==> src/rtl/edge_capture_pkg.sv <==
// ----------------------------------------------------------------------------
// edge_capture_pkg : shared state encoding and default sizing for the capture path
// Revision 1.0
// ----------------------------------------------------------------------------
`default_nettype none

package edge_capture_pkg;

  typedef enum logic [1:0] {
    IDLE   = 2'd0,
    ACTIVE = 2'd1,
    DRAIN  = 2'd2
  } cap_state_e;

  localparam int         DEF_IMG_W      = 512;
  localparam int         DEF_IMG_H      = 512;
  localparam int         DEF_WORD_W     = 32;
  localparam int         DEF_FIFO_DEPTH = 16;
  localparam logic [7:0] DEF_THRESH     = 8'd128;

endpackage

`default_nettype wire

==> src/rtl/sync_fifo.sv <==
// ----------------------------------------------------------------------------
// sync_fifo : single-clock show-ahead FIFO; push while full succeeds only with a pop
// Revision 1.0
// ----------------------------------------------------------------------------
`default_nettype none

module sync_fifo
  import edge_capture_pkg::*;
#(
  parameter int WIDTH = DEF_WORD_W + 1,
  parameter int DEPTH = DEF_FIFO_DEPTH
) (
  input  logic                   clk,
  input  logic                   rst,
  input  logic                   push_i,
  input  logic [WIDTH-1:0]       push_data_i,
  input  logic                   pop_i,
  output logic [WIDTH-1:0]       rd_data_o,
  output logic                   full_o,
  output logic                   empty_o,
  output logic [$clog2(DEPTH):0] count_o
);

  localparam int AW = $clog2(DEPTH);

  logic [WIDTH-1:0] mem_q [DEPTH];
  logic [AW:0]      wr_ptr_q;
  logic [AW:0]      rd_ptr_q;
  logic             do_push;
  logic             do_pop;

  // Pointers carry one extra wrap bit so full and empty are distinguishable.
  assign empty_o   = (wr_ptr_q == rd_ptr_q);
  assign full_o    = (wr_ptr_q[AW] != rd_ptr_q[AW]) &&
                     (wr_ptr_q[AW-1:0] == rd_ptr_q[AW-1:0]);
  assign count_o   = wr_ptr_q - rd_ptr_q;
  assign do_pop    = pop_i && !empty_o;
  assign do_push   = push_i && (!full_o || do_pop);
  assign rd_data_o = mem_q[rd_ptr_q[AW-1:0]];

  always_ff @(posedge clk or posedge rst) begin
    if (rst) begin
      wr_ptr_q <= '0;
      rd_ptr_q <= '0;
    end else begin
      if (do_push) wr_ptr_q <= wr_ptr_q + 1'b1;
      if (do_pop)  rd_ptr_q <= rd_ptr_q + 1'b1;
    end
  end

  always_ff @(posedge clk) begin
    if (do_push) mem_q[wr_ptr_q[AW-1:0]] <= push_data_i;
  end

endmodule

`default_nettype wire

==> src/rtl/edge_frame_capture.sv <==
// ----------------------------------------------------------------------------
// edge_frame_capture : thresholds edge pixels, packs them LSB-first into words
// and streams them out through a FIFO with frame-end marking and error flags.
// Revision 1.0
// ----------------------------------------------------------------------------
`default_nettype none

module edge_frame_capture
  import edge_capture_pkg::*;
#(
  parameter int         IMG_W      = DEF_IMG_W,
  parameter int         IMG_H      = DEF_IMG_H,
  parameter int         WORD_W     = DEF_WORD_W,
  parameter int         FIFO_DEPTH = DEF_FIFO_DEPTH,
  parameter logic [7:0] THRESH     = DEF_THRESH
) (
  input  logic              clk,
  input  logic              rst,
  input  logic [7:0]        pixel_in,
  input  logic              pixel_in_valid,
  output logic [WORD_W-1:0] word_out,
  output logic              word_out_last,
  output logic              word_out_valid,
  input  logic              word_out_ready,
  output logic              frame_done,
  output logic              overflow,
  output logic              protocol_err
);

  localparam int XW = (IMG_W > 1) ? $clog2(IMG_W) : 1;
  localparam int YW = (IMG_H > 1) ? $clog2(IMG_H) : 1;
  localparam int BW = (WORD_W > 1) ? $clog2(WORD_W) : 1;
  localparam int CW = $clog2(FIFO_DEPTH) + 1;

  localparam logic [XW-1:0] X_LAST   = XW'(IMG_W - 1);
  localparam logic [YW-1:0] Y_LAST   = YW'(IMG_H - 1);
  localparam logic [BW-1:0] BIT_LAST = BW'(WORD_W - 1);

  cap_state_e        state_q, state_d;
  logic [XW-1:0]     x_q, x_d;
  logic [YW-1:0]     y_q, y_d;
  logic [BW-1:0]     bit_q, bit_d;
  logic [WORD_W-1:0] pack_q, pack_d;
  logic              ovf_q, ovf_d;
  logic              perr_q, perr_d;
  logic              done_q, done_d;
  logic              lastdrop_q, lastdrop_d;

  logic [WORD_W-1:0] word_asm;
  logic              pix_bit;
  logic              accept;
  logic              word_end;
  logic              frame_end;
  logic              pop;
  logic              drop;
  logic              last_pop;
  logic [WORD_W:0]   fifo_rd;
  logic              fifo_full;
  logic              fifo_empty;
  logic [CW-1:0]     fifo_cnt;

  assign pix_bit   = (pixel_in >= THRESH);
  assign accept    = pixel_in_valid && (state_q != DRAIN);
  assign word_end  = accept && (bit_q == BIT_LAST);
  assign frame_end = accept && (x_q == X_LAST) && (y_q == Y_LAST);
  assign pop       = word_out_ready && !fifo_empty;
  assign drop      = word_end && fifo_full && !pop;
  assign last_pop  = pop && fifo_rd[WORD_W];

  sync_fifo #(
    .WIDTH (WORD_W + 1),
    .DEPTH (FIFO_DEPTH)
  ) u_fifo (
    .clk         (clk),
    .rst         (rst),
    .push_i      (word_end),
    .push_data_i ({frame_end, word_asm}),
    .pop_i       (pop),
    .rd_data_o   (fifo_rd),
    .full_o      (fifo_full),
    .empty_o     (fifo_empty),
    .count_o     (fifo_cnt)
  );

  always_comb begin
    state_d    = state_q;
    x_d        = x_q;
    y_d        = y_q;
    bit_d      = bit_q;
    pack_d     = pack_q;
    ovf_d      = ovf_q;
    perr_d     = perr_q;
    lastdrop_d = lastdrop_q;
    done_d     = 1'b0;

    word_asm          = pack_q;
    word_asm[bit_q]   = pix_bit;

    if (accept) begin
      if (word_end) begin
        pack_d = '0;
        bit_d  = '0;
      end else begin
        pack_d = word_asm;
        bit_d  = bit_q + 1'b1;
      end
      if (x_q == X_LAST) begin
        x_d = '0;
        y_d = (y_q == Y_LAST) ? '0 : y_q + 1'b1;
      end else begin
        x_d = x_q + 1'b1;
      end
    end

    // A dropped last word means no popped entry will carry the flag,
    // so the drain must instead end when the FIFO runs dry.
    if (drop) begin
      ovf_d = 1'b1;
      if (frame_end) lastdrop_d = 1'b1;
    end

    case (state_q)
      IDLE:   if (accept) state_d = frame_end ? DRAIN : ACTIVE;
      ACTIVE: if (frame_end) state_d = DRAIN;
      DRAIN: begin
        if (pixel_in_valid) perr_d = 1'b1;
        if (last_pop ||
            (lastdrop_q && (fifo_empty || (pop && fifo_cnt == CW'(1))))) begin
          state_d    = IDLE;
          done_d     = 1'b1;
          lastdrop_d = 1'b0;
        end
      end
      default: state_d = IDLE;
    endcase
  end

  always_ff @(posedge clk or posedge rst) begin
    if (rst) begin
      state_q    <= IDLE;
      x_q        <= '0;
      y_q        <= '0;
      bit_q      <= '0;
      pack_q     <= '0;
      ovf_q      <= 1'b0;
      perr_q     <= 1'b0;
      done_q     <= 1'b0;
      lastdrop_q <= 1'b0;
    end else begin
      state_q    <= state_d;
      x_q        <= x_d;
      y_q        <= y_d;
      bit_q      <= bit_d;
      pack_q     <= pack_d;
      ovf_q      <= ovf_d;
      perr_q     <= perr_d;
      done_q     <= done_d;
      lastdrop_q <= lastdrop_d;
    end
  end

  assign word_out_valid = !fifo_empty;
  assign word_out       = fifo_empty ? '0 : fifo_rd[WORD_W-1:0];
  assign word_out_last  = !fifo_empty && fifo_rd[WORD_W];
  assign frame_done     = done_q;
  assign overflow       = ovf_q;
  assign protocol_err   = perr_q;

endmodule

`default_nettype wire
==> config.mk <==
export PLATFORM = sky130hd
export DESIGN_NAME = edge_frame_capture
export DESIGN_NICKNAME = d
export VERILOG_FILES = /design/src/rtl/edge_capture_pkg.sv /design/src/rtl/sync_fifo.sv /design/src/rtl/edge_frame_capture.sv
export SDC_FILE = /design/constraint.sdc
export NUM_CORES = 1
export LEC_CHECK = 0
export ABC_AREA = 1
export BUFFER_PORTS_ARGS = -buffer_cell sky130_fd_sc_hd__buf_2
export CORE_ASPECT_RATIO = 1.75
export CORE_MARGIN = 4
export CORE_UTILIZATION = 60
export CTS_CLUSTER_DIAMETER = 30
export DETAILED_ROUTE_END_ITERATION = 16
export MAX_ROUTING_LAYER = met4
export PLACE_DENSITY = 0.77
export SYNTH_ARGS = -nofsm -noshare
export SYNTH_HDL_FRONTEND = slang
export SYNTH_HIERARCHICAL = 1
export SYNTH_SLANG_ARGS = --single-unit
==> constraint.sdc <==
create_clock -name clk -period 5.16 [get_ports clk]
set_input_delay 0.516 -clock clk [delete_from_list [all_inputs] [get_ports clk]]
set_output_delay 0.516 -clock clk [all_outputs]
set_load 0.02 [all_outputs]
# Yosys cells after proc, flatten, opt, wreduce, memory -nomap -nowiden

Memory sizes are Yosys's and may differ from the RTL's.
Index checks and enable logic that the tools add are counted.

Register bits: 71
Bits in writable memories: 528
Output and inout port bits: 37
Memories kept: 1

Memory list:

| name         | words | bits a word | rd ports | clocked after memory_dff | write ports | line            | source |
|---|---|---|---|---|---|---|---|
| u_fifo.mem_q | 16    | 33          | 1        | 0                        | 1           | sync_fifo.sv:26 | `logic [WIDTH-1:0] mem_q [DEPTH];` |

Add/subtract/negate cells: 6
Order comparisons: 3
Eq/ne operators: 13
Muxes and demuxes: 21
Reduce and logical (&&, ||, !) cells: 25

Operators by type and width:

| operator                                                              | count |
|---|---|
| 32-bit two-way mux                                                    | 2 |
| 32-bit bitwise mux                                                    | 1 |
| 9-bit by 1-bit adder with 9-bit output, second input constant         | 2 |
| 9-bit equality test, second input constant                            | 2 |
| 9-bit two-way mux                                                     | 2 |
| 5-bit by 1-bit adder with 5-bit output, second input constant         | 3 |
| 1-bit logical AND                                                     | 15 |
| 1-bit two-way mux                                                     | 9 |
| 8-bit >= comparator, second input constant                            | 1 |
| 2-bit two-way mux                                                     | 4 |
| 2-bit inequality test, second input constant                          | 4 |
| 5-bit by 6-bit < comparator with 1-bit output, second input constant  | 1 |
| 2-bit case mux with 3 select lines                                    | 1 |
| 1-bit demux with 5-bit select                                         | 1 |
| 5-bit by 1-bit equality test with 1-bit output, second input constant | 1 |
| 5-bit equality test                                                   | 1 |
| 5-bit equality test, second input constant                            | 1 |
| 5-bit by 1-bit >= comparator with 1-bit output, second input constant | 1 |
| 5-bit two-way mux                                                     | 1 |
| 5-bit subtractor                                                      | 1 |
| 4-bit equality test                                                   | 1 |
| 2-bit AND reduction                                                   | 2 |
| 1-bit zero test                                                       | 3 |
| 1-bit logical OR                                                      | 3 |
| 5 further kinds                                                       | 5 |

# Logic depth before layout (Yosys ltp)

Gate-level depths: netlist of the first run.

Depth in word-level cells: 9
Gate-level depth with buffers: 19

# Cells and area by module

The synthesis of the first run kept the hierarchy.

By module, submodules not included:

| module             | times used | cells each | area an instance (µm²) | sequential area each (µm²) |
|---|---|---|---|---|
| sync_fifo          | 1          | 2384       | 23886.7                | 16105.4 |
| edge_frame_capture | 1          | 533        | 3602.2                 | 1526.5 |

# Worst setup path before layout of the first run

No wires, ideal clock.

Kind: flip-flop to flip-flop
From: register u_fifo.rd_ptr_q[1]
To: memory u_fifo/mem_q[10][0] (netlist name), enable pin
Arrival: 3779 ps
Required time: 4737 ps
Path slack: 958 ps
Stages on the path, launching flop included: 19
Clock period less this slack: 4202 ps
Path through: dfrtp_1 > buf_2 > inv_2 > buf_4 > buf_2 > ha_1 > nand2_1 > nor2_4 > nand2_1 > inv_1 > clkbuf_1 > inv_1 > nand2_1 > inv_1 > inv_1 > nand4_4 > nand2_2 > buf_2 > nor2_1

Word-level cells in the longest chain between the ends: 8
Elaborated cells on any way between the ends: 11

RTL lines:

| element                                 | line                     | source |
|---|---|---|
| start, declared                         | sync_fifo.sv:28          | `logic [AW:0] rd_ptr_q;` |
| start signal, assigned                  | sync_fifo.sv:47          | `if (do_pop) rd_ptr_q <= rd_ptr_q + 1'b1;` |
| 5-bit equality test                     | sync_fifo.sv:33          | `assign empty_o = (wr_ptr_q == rd_ptr_q);` |
| net fifo_empty                          | edge_frame_capture.sv:59 | `logic fifo_empty;` |
| 1-bit zero test                         | --                       |  |
| net word_out_valid                      | edge_frame_capture.sv:23 | `output logic word_out_valid,` |
| 1-bit logical AND                       | edge_frame_capture.sv:66 | `assign pop = word_out_ready && !fifo_empty;` |
| net pop                                 | edge_frame_capture.sv:54 | `logic pop;` |
| 1-bit logical AND                       | sync_fifo.sv:37          | `assign do_pop = pop_i && !empty_o;` |
| 1-bit logical OR                        | sync_fifo.sv:38          | `assign do_push = push_i && (!full_o \|\| do_pop);` |
| 1-bit logical AND                       | sync_fifo.sv:38          |  |
| 1-bit two-way mux                       | sync_fifo.sv:52          | `if (do_push) mem_q[wr_ptr_q[AW-1:0]] <= push_data_i;` |
| 1-bit two-way mux (implied by the code) | sync_fifo.sv:52          |  |
| end, declared                           | sync_fifo.sv:26          |  |

The timed path passes the listed nets, and every way through them passes these cells.

# Final worst setup path of the first run

From: register u_fifo.rd_ptr_q[1]
To: output word_out[31]

Word-level cells in the longest chain between the ends: 2
Elaborated cells on any way between the ends: 3

RTL lines:

| element            | line                      | source |
|---|---|---|
| memory 16 x 33 bit | --                        |  |
| net fifo_rd[31]    | edge_frame_capture.sv:57  | `logic [WORD_W:0] fifo_rd;` |
| 32-bit two-way mux | edge_frame_capture.sv:163 | `assign word_out = fifo_empty ? '0 : fifo_rd[WORD_W-1:0];` |
| end, declared      | edge_frame_capture.sv:21  | `output logic [WORD_W-1:0] word_out,` |

The timed path passes the listed nets, and every way through them passes these cells.

==> results of run 1 <==
-- cell usage in the layout (no fill, tap or decap), drive strengths merged --
cell type	count
o21ai	68
clkbuf	83
clkinvlp	7
dlygate4sd3	1
nand4	8
a31oi	1
nor2	79
o21bai	2
nor3	11
o31ai	4
or2	1
dfrtp	71
nand3	359
a21oi	12
and3	1
xor2	8
bufinv	5
buf	95
inv	623
nand2	1001
ha	18
fa	1
edfxtp	528
clkinv	26
-- Yosys cell counts, drive strengths merged --
library cell  instances
o31ai                 4
or2                   1
nand4                 8
nand3               359
edfxtp              528
xor2                  8
buf                  99
o21ai                68
nor3                 11
inv                 617
and3                  1
nor2                 79
clkbuf               26
ha                   18
clkinv                2
nand2              1001
a31oi                 1
dfrtp                71
fa                    1
a21oi                12
o21bai                2
-- cells by family after synthesis --
group	Yosys count	share of synthesized area, %
adders and majority gates	19	0.892
buffers and inverters	744	11.1
and+or+nand+nor	1460	22.0
xor gates and xnor gates	8	0.255
AOI/OAI and AO/OA	87	1.64
DFF	599	64.1
-- cell type report --
class / count / area share, %
Inverter: 619 / 7.61
Clock buffer: 83 / 6.12
Timing Repair Buffer: 96 / 2.35
Multi-Input combinational cell: 1574 / 22.6
Clock inverter: 42 / 1.36
Sequential cell: 599 / 57.6
Tap cell: 577 / 2.36
-- how the worst max path moves through the flow --
stage,slack (ns),depth (start not counted),startpoint,to
3_3_place_gp,1.34,9,bit_q[1]$_DFFE_PP0P_,u_fifo/mem_q[15][28]$_DFFE_PP_
6_report,0.93,12,u_fifo/rd_ptr_q[1]$_DFFE_PP0P_,word_out[31]
2_1_floorplan,0.96,18,u_fifo/rd_ptr_q[1]$_DFFE_PP0P_,u_fifo/mem_q[10][0]$_DFFE_PP_
4_1_cts,0.98,12,u_fifo/rd_ptr_q[1]$_DFFE_PP0P_,word_out[3]
3_5_place_dp,1.27,9,bit_q[1]$_DFFE_PP0P_,u_fifo/mem_q[15][0]$_DFFE_PP_
5_1_grt,0.80,11,u_fifo/rd_ptr_q[0]$_DFFE_PP0P_,word_out[28]
-- power by group --
part	total, uW	internal [uW]	switching (uW)	leakage (uW)
logic	6040	1610	4420	0.00735
registers	6220	6070	146	0.00575
clock network	4850	2880	1970	0.00110
-- per-stage QoR --
step / cells / power, uW
floorplan: 2917 / 10500
global placement: 3464 / 12000
detailed placement: 3464 / 12200
CTS: 3590 / 17100
global route: 3590 / 18000
finish: 3590 / 17100
-- registers in the layout, indices dropped and copies added (netlist names) --
signal / cells
u_fifo/wr_ptr_q: 5
protocol_err: 1
u_fifo/mem_q: 528
frame_done: 1
u_fifo/rd_ptr_q: 5
overflow: 1
y_q: 9
bit_q: 5
state_q: 2
x_q: 9
pack_q: 32
lastdrop_q: 1
-- worst max-delay path: cells and delay by family (launching register included) --
kind	cells	cell delay [ns]
DFF	1	0.49
and+or+nand+nor	6	0.62
buffers and inverters	6	1.97
-- per-layer routing --
layer / vias up / routed length (um)
met5: - / 0
met4: 0 / 3300
met3: 258 / 5430
met2: 1001 / 35000
met1: 9360 / 24300
li1: 9210 / -
-- repair_timing --
item	CTS	global route
gates resized for setup	0	0
endpoints found under the hold margin	10	0
hold buffers	1	0
==> results.ini, run 1 <==
[worst_setup_path]
cp_cell_sequence=inv_4, buf_4, buf_4, nand3_1, nand2_1, nand2_1, nand2_1, inv_1, nand2_1, inv_1, nor2_1, buf_2
path_max_fanout=79
crit_slowest_cell=buf_4
reg2reg_from=bit_q[1]$_DFFE_PP0P_
cp-start-kind=flip-flop
cpPeakStageDelay_ns=0.84
reg2reg_depth=9
end_kind=output pin
setup.reg_to_reg.worst_slack_ns=1.12
cp.arrival_ns=3.72
critical_path_required_ns=4.64
crit_top_cell=nand2_1
rr_endpoint=u_fifo/mem_q[15][2]$_DFFE_PP_
path_class=flip-flop to output pin

[floorplan]
start_util_pct=60.8
rows=103
core_area_um2=45200
io_pins=49
chipHeight_um=291
dieArea_um2=49400
die_w_um=170

[layout]
final_nets=2991
fin_util_pct=67.7
syn2layout_area_growth_pct=11.5
area.sequential_um2=17600
drive_above_1_share_pct=8.56
num_antenna_cells=0
fillers=3161
multiInputGateArea_um2=6930
design_area_um2=30600

[synth]
synthTopCellsByArea=edfxtp_1 (58%), nand2_1 (14%), inv_1 (8.2%)
synth_top_cell_by_area=edfxtp_1
yosysSeqAreaShare_pct=64.1
syn_area_um2=27500
yosysUniqueCellTypes=34
netlist_instances=2917
syn_avg_cell_area_um2=9.42
postSynthNetCount=2948
yosysWarnings=6
synth-seq-cells=599
synth.top_cell.area_share_pct=57.7

[global_route]
grt_use_total_pct=28.3
use_met2_pct=48.0
busiest_layer=met2
antenna_found_initial=0
grt_max_degree=102
grt_pass1_vias=20250
grt_pass1_wl_um=106000
grt.overflow.total=0
groute.layer.met1.usage_pct=33.2
use_met3_pct=3.89

[cts]
cts_tree=done
numCtsBuffers=70
clkLatencyLatePin_ns=0.59
clkSlewWorstSetupHoldPaths_ns=0.06
cts_setup_buffers=0
htreeDepth=3
clock_sink_count=599
cts-root-buf=clkbuf_16
clockBufferDepth=3

[timing]
slew_headroom_pct=18.3
finClkSkew_ns=0.0156
setup_tns_ns=0
timing.hold.ws_ns=0.278
setup_viol=0
finalHoldViolations=0
min_period_ns=4.23
fin_crit_sh_pct=82.1
worst_pin_slew_ns=1.22
slew_viol_final=0
fmax_ghz=0.236
layout_setup_ws_ns=0.926
grt_setup_unrepaired=false

[power]
peakVddDrop_mv=0.535
power_density_nw_per_um2=558
p_leak_uw=0.0142

[routing]
wirelength_um=68000
drc=0
first_pass_iters=7
antenna_left=0
wl_per_cell_um=18.9
drt_iter0_markers=1946
num_vias=19829
via_per_inst=5.52

[hold_path]
whs_endpoint=protocol_err$_DFFE_PP0P_
hp-class=input pin to flip-flop
min_from=pixel_in_valid
hold_depth=3

[outcome]
outcome=finished, final reports clean

[place]
place.gp.congestion=0.889
dp_hpwl_um=37900
post_dp_cell_area_um2=28300
port_buffers=41
place_ws_ns=1.27

[run]
maxCapViolations=0

(Power assumes the default switching activity.)
==> run 2: changes to the inputs <==
Settings changed: CORE_UTILIZATION 60 to 57, PLACE_DENSITY 0.77 to 0.76.
Clock period 5.16 ns to 3.65 ns, I/O delays scaled along.
==> run 2 against run 1 <==
Routed wire length shrank 1.0%. Cell area increased by 0.74%. Critical path depth is 1 lower. First-iteration DRC count down 1.3%. Via count is 0.26% lower. Clock skew increased by 0.0061 ns. Utilization decreased by 3.1 points. Largest power group unchanged.
==> results.ini, run 2 (synthesized netlist as in run 1, its figures left out) <==
[floorplan]
chipHeight_um=299
dieArea_um2=51900
start_util_pct=57.6
core_area_um2=47700
die_w_um=174
rows=106
io_pins=49

[layout]
drive_above_1_share_pct=9.02
layout_common_cells=nand2_1 (996), inv_1 (596), edfxtp_1 (528)
syn2layout_area_growth_pct=12.3
fillers=3450
final_nets=2996
area.sequential_um2=17600
multiInputGateArea_um2=6930
final_common_cell=nand2_1
largest_reg_flops=528
design_area_um2=30900

[worst_setup_path]
cp_cell_sequence=buf_12, nand2_1, nand3_1, nand2_1, nand2_1, nand2_1, inv_1, nand2_1, inv_1, nor2_1, buf_2
crit_family=buffers and inverters
path_class=flip-flop to output pin
path_max_fanout=233
end_kind=output pin
cp-start-kind=flip-flop
cpPeakStageDelay_ns=0.57
crit_top_cell=nand2_1
crit_cells=11
cp.arrival_ns=3.08
reg2reg_depth=15
crit_buf_inv=4
critical_path_required_ns=3.28
setup.reg_to_reg.worst_slack_ns=0.56
crit_slowest_cell=buf_12

[run]
maxCapViolations=0

[global_route]
grt_max_degree=234
grt_pass1_wl_um=105000
grt.overflow.total=0
grt_pass1_vias=20243
grt_use_total_pct=26.5
antenna_found_initial=1

[power]
p_leak_uw=0.0143
power_density_nw_per_um2=784
total_power_uw=24200
peakVddDrop_mv=0.890

[routing]
wirelength_um=67300
drt_iter0_markers=1921
antenna_left=0
num_vias=19777
first_pass_iters=5
drc=0
wl_per_cell_um=18.6
via_per_inst=5.48

[timing]
min_period_ns=3.44
finClkSkew_ns=0.0217
setup_viol=0
layout_setup_ws_ns=0.209
setup_tns_ns=0
timing.hold.ws_ns=0.152
worst_pin_slew_ns=1.37
slew_viol_final=0
fmax_ghz=0.291
grt_setup_unrepaired=false
fin_crit_sh_pct=94.3
finalHoldViolations=0
slew_headroom_pct=8.79

[cts]
cts_tree=done
numCtsBuffers=68
post_cts_resize_count=0
hold_buffers=1
clock_sink_count=599
cts-root-buf=clkbuf_16
htreeDepth=3
clockBufferDepth=3
clkLatencyLatePin_ns=0.59
cts_setup_buffers=0
clkSlewWorstSetupHoldPaths_ns=0.06

[place]
place_ws_ns=0.624
port_buffers=41
place.gp.congestion=0.889
dp_hpwl_um=37000
post_dp_cell_area_um2=28500

[outcome]
outcome=finished, final reports clean

[hold_path]
hp-class=input pin to flip-flop
hold_depth=3

[run 2: cell count changes in the layout (fill, tap and decap cells not counted), moves of 4 or more]
| cell | before | now |
|---|---|---|
| clkinv_1 | 10 | 5 |
| inv_6 | 5 | 13 |
| buf_4 | 46 | 42 |
| clkinv_4 | 10 | 4 |
| clkbuf_1 | 9 | 4 |
| buf_12 | 8 | 19 |
[run 2: layer usage]
metal / track usage [%] / up-vias / routed length, um
li1: - / 9237 / -
met4: 12.2 / 0 / 2950
met2: 46.9 / 954 / 35800
met3: 3.51 / 200 / 4810
met1: 30.0 / 9386 / 23800
met5: - / - / 0
[run 2: worst reg2reg max path, cell delays in order, from the launching register on]
cell and delay [ns]:
dfrtp_1 0.42, inv_1 0.14, ha_1 0.33, nand2_1 0.15, nor2_4 0.06, nand2_1 0.11
inv_2 0.05, inv_1 0.07, nand2_1 0.07, inv_1 0.08, inv_1 0.08, nand4_4 0.13
nand2_2 0.33, buf_4 0.32, nor2_4 0.11, buf_12 0.28
[run 2: per-stage QoR]
| step | utilization, % | cells |
|---|---|---|
| 6_report | 64.6 | 3612 |
| 5_1_grt | 64.6 | 3612 |
| 4_1_cts | 64.6 | 3611 |
| 3_5_place_dp | 59.8 | 3488 |
| 3_3_place_gp | 59.8 | 3488 |
| 2_1_floorplan | - | 2917 |
[run 2: final timing paths]
| kind | startpoint | endpoint |
|---|---|---|
| max in group asynchronous | rst | pack_q[20]$_DFFE_PP0P_ |
| min reg2reg | overflow$_DFFE_PP0N_ | overflow$_DFFE_PP0N_ |
| max | u_fifo/rd_ptr_q[0]$_DFFE_PP0P_ | word_out[21] |
| min in group asynchronous | rst | u_fifo/wr_ptr_q[4]$_DFFE_PP0P_ |
| max reg2reg | u_fifo/wr_ptr_q[0]$_DFFE_PP0P_ | u_fifo/mem_q[9][29]$_DFFE_PP_ |
| min | pixel_in_valid | protocol_err$_DFFE_PP0P_ |
[run 2: final cells by class]
type / count / share of cell area, %
Tap cell: 594 / 2.41
Clock buffer: 74 / 5.72
Timing Repair Buffer: 103 / 2.95
Antenna cell: 1 / 0.00811
Sequential cell: 599 / 57.2
Multi-Input combinational cell: 1574 / 22.5
Inverter: 619 / 7.55
Clock inverter: 48 / 1.74
[run 2: power breakdown]
part           switching, uW  internal [uW]  total [uW]
logic                   6190           2320        8510
clock network           2870           4030        6900
registers                211           8580        8790
total                   9270          14900       24200
==> run 3: changes to the inputs <==
Settings changed: CORE_UTILIZATION 57 to 35, CTS_BUF_LIST from default to sky130_fd_sc_hd__clkbuf_8, PLACE_DENSITY 0.76 to default, TNS_END_PERCENT from default to 10.
==> run 3 against run 2 <==
Combinational power rose by 2.5%. Worst setup slack improved by 0.11 ns. Global-route usage down 9.5 points. Via count down 4.8%. Routed wire length rose by 1.2%. Non-clock buffer count rose by 6. Critical path depth stayed put. Die area grew 60%. Total power decreased by 4.7%. Critical path type unchanged.
==> results.ini, run 3 (synthesized netlist as in run 1, its figures left out) <==
[outcome]
outcome=finished, final reports clean

[worst_setup_path]
cpPeakStageDelay_ns=0.48
cp_cell_sequence=buf_12, buf_6, nand2_1, nand2_1, nand2_1, nand3_1, nand3_1, nand2_1, inv_1, nor2_1, buf_2
critical_path_required_ns=3.28
cp.arrival_ns=2.97
crit_family=buffers and inverters
end_kind=output pin
crit_buf_inv=4
path_max_fanout=104
crit_top_cell=nand2_1
cp-start-kind=flip-flop
crit_slowest_cell=dfrtp_4
path_class=flip-flop to output pin

[place]
dp_hpwl_um=37900
dp.cells=3926
place.gp.congestion=0.795
place_ws_ns=0.568
port_buffers=41
post_dp_cell_area_um2=29200

[routing]
drc=0
drt_iter0_markers=1135
wirelength_um=68100
via_per_inst=4.60
wl_per_cell_um=16.6
num_vias=18826
first_pass_iters=5
antenna_left=0

[floorplan]
die_w_um=220
start_util_pct=35.4
core_area_um2=77700
rows=135
io_pins=49
chipHeight_um=379
dieArea_um2=83300

[global_route]
grt.overflow.total=0
antenna_found_initial=1
grt_use_total_pct=17.0
grt_max_degree=135
grt_pass1_wl_um=106000
grt_pass1_vias=18916

[layout]
drive_above_1_share_pct=9.27
design_area_um2=31100
fillers=7546
syn2layout_area_growth_pct=13.0
fin_util_pct=40.0
final_common_cell=nand2_1
largest_reg_flops=528
final_nets=3022
fin_cells=4092
layout_common_cells=nand2_1 (996), inv_1 (616), edfxtp_1 (528)

[power]
total_power_uw=23100
power_density_nw_per_um2=743
p_leak_uw=0.0142
peakVddDrop_mv=0.660

[cts]
cts_tree=done
clock_sink_count=599
htreeDepth=3
clockBufferDepth=3
clkLatencyLatePin_ns=0.71
numCtsBuffers=88
cts-root-buf=clkbuf_8
clkSlewWorstSetupHoldPaths_ns=0.06

[timing]
min_period_ns=3.33
worst_pin_slew_ns=1.14
fmax_ghz=0.300
setup_viol=0
layout_setup_ws_ns=0.316
grt_setup_unrepaired=false
slew_viol_final=0
slew_headroom_pct=23.8
fin_crit_sh_pct=91.3
finClkSkew_ns=0.0351
finalHoldViolations=0

[hold_path]
hp-class=input pin to flip-flop

[run]
maxCapViolations=0

[run 3: worst paths after layout]
path | start | endpoint | slack [ns] | depth (start not counted)
worst min-delay path | word_out_ready | frame_done$_DFF_PP0_ | 0.13 | 5
worst max register to register | u_fifo/wr_ptr_q[2]$_DFFE_PP0P_ | u_fifo/mem_q[4][22]$_DFFE_PP_ | 0.55 | 14
min in group asynchronous | rst | u_fifo/rd_ptr_q[3]$_DFFE_PP0P_ | 0.26 | 3
worst max-delay path | u_fifo/rd_ptr_q[0]$_DFFE_PP0P_ | word_out[15] | 0.32 | 11
max in group asynchronous | rst | x_q[2]$_DFFE_PP0P_ | 2.53 | 4
worst min register to register | overflow$_DFFE_PP0N_ | overflow$_DFFE_PP0N_ | 0.48 | 1
[run 3: layer usage]
layer | global-route usage [%] | vias to the layer above | part of all wire [%]
li1 | - | 9277 | -
met1 | 18.4 | 9004 | 38
met2 | 31.6 | 396 | 54
met3 | 2.43 | 149 | 4.1
met4 | 6.07 | 0 | 3.0
met5 | - | - | 0
[run 3: tightest hold or removal path, delay by kind of cell]
family | cells | cell delay (ns)
buffers and inverters | 2 | 0.18
and+or+nand+nor | 2 | 0.15
AOI/OAI and AO/OA | 1 | 0.07
[run 3: layout make-up]
class | instances | area (um^2) | share of cell area (%)
flip-flops and latches | 599 | 17600 | 56.8
repair buffers | 109 | 1070 | 3.43
diodes | 1 | 2.50 | 0.00806
well taps | 1027 | 1280 | 4.14
multi-input cells | 1574 | 6930 | 22.3
inverters | 619 | 2330 | 7.51
clock buffers | 89 | 1220 | 3.94
clock inverters | 74 | 571 | 1.84
[run 3: what timing repair did]
action	CTS	global route
endpoints found under the hold margin	45	0
gates resized for setup	1	1
setup endpoints to repair	2	1
setup buffers	0	0
hold buffers	2	0
pin swaps	0	0
[run 3: stage by stage]
| stage | hold slack, ns | TNS, ns |
|---|---|---|
| floorplan | 0.205 | -290.07 |
| global placement | 0.438 | 0 |
| global route | 0.152 | 0 |
| CTS | 0.0648 | 0 |
| finish | 0.132 | 0 |
| detailed placement | 0.437 | 0 |
[run 3: where the power goes]
group / switching (uW) / leakage [uW] / total [uW] / internal [uW]
combinational: 6340 / 0.00750 / 8720 / 2390
clock: 2670 / 0.000971 / 5560 / 2890
sequential: 199 / 0.00575 / 8780 / 8580
total: 9210 / 0.0142 / 23100 / 13900
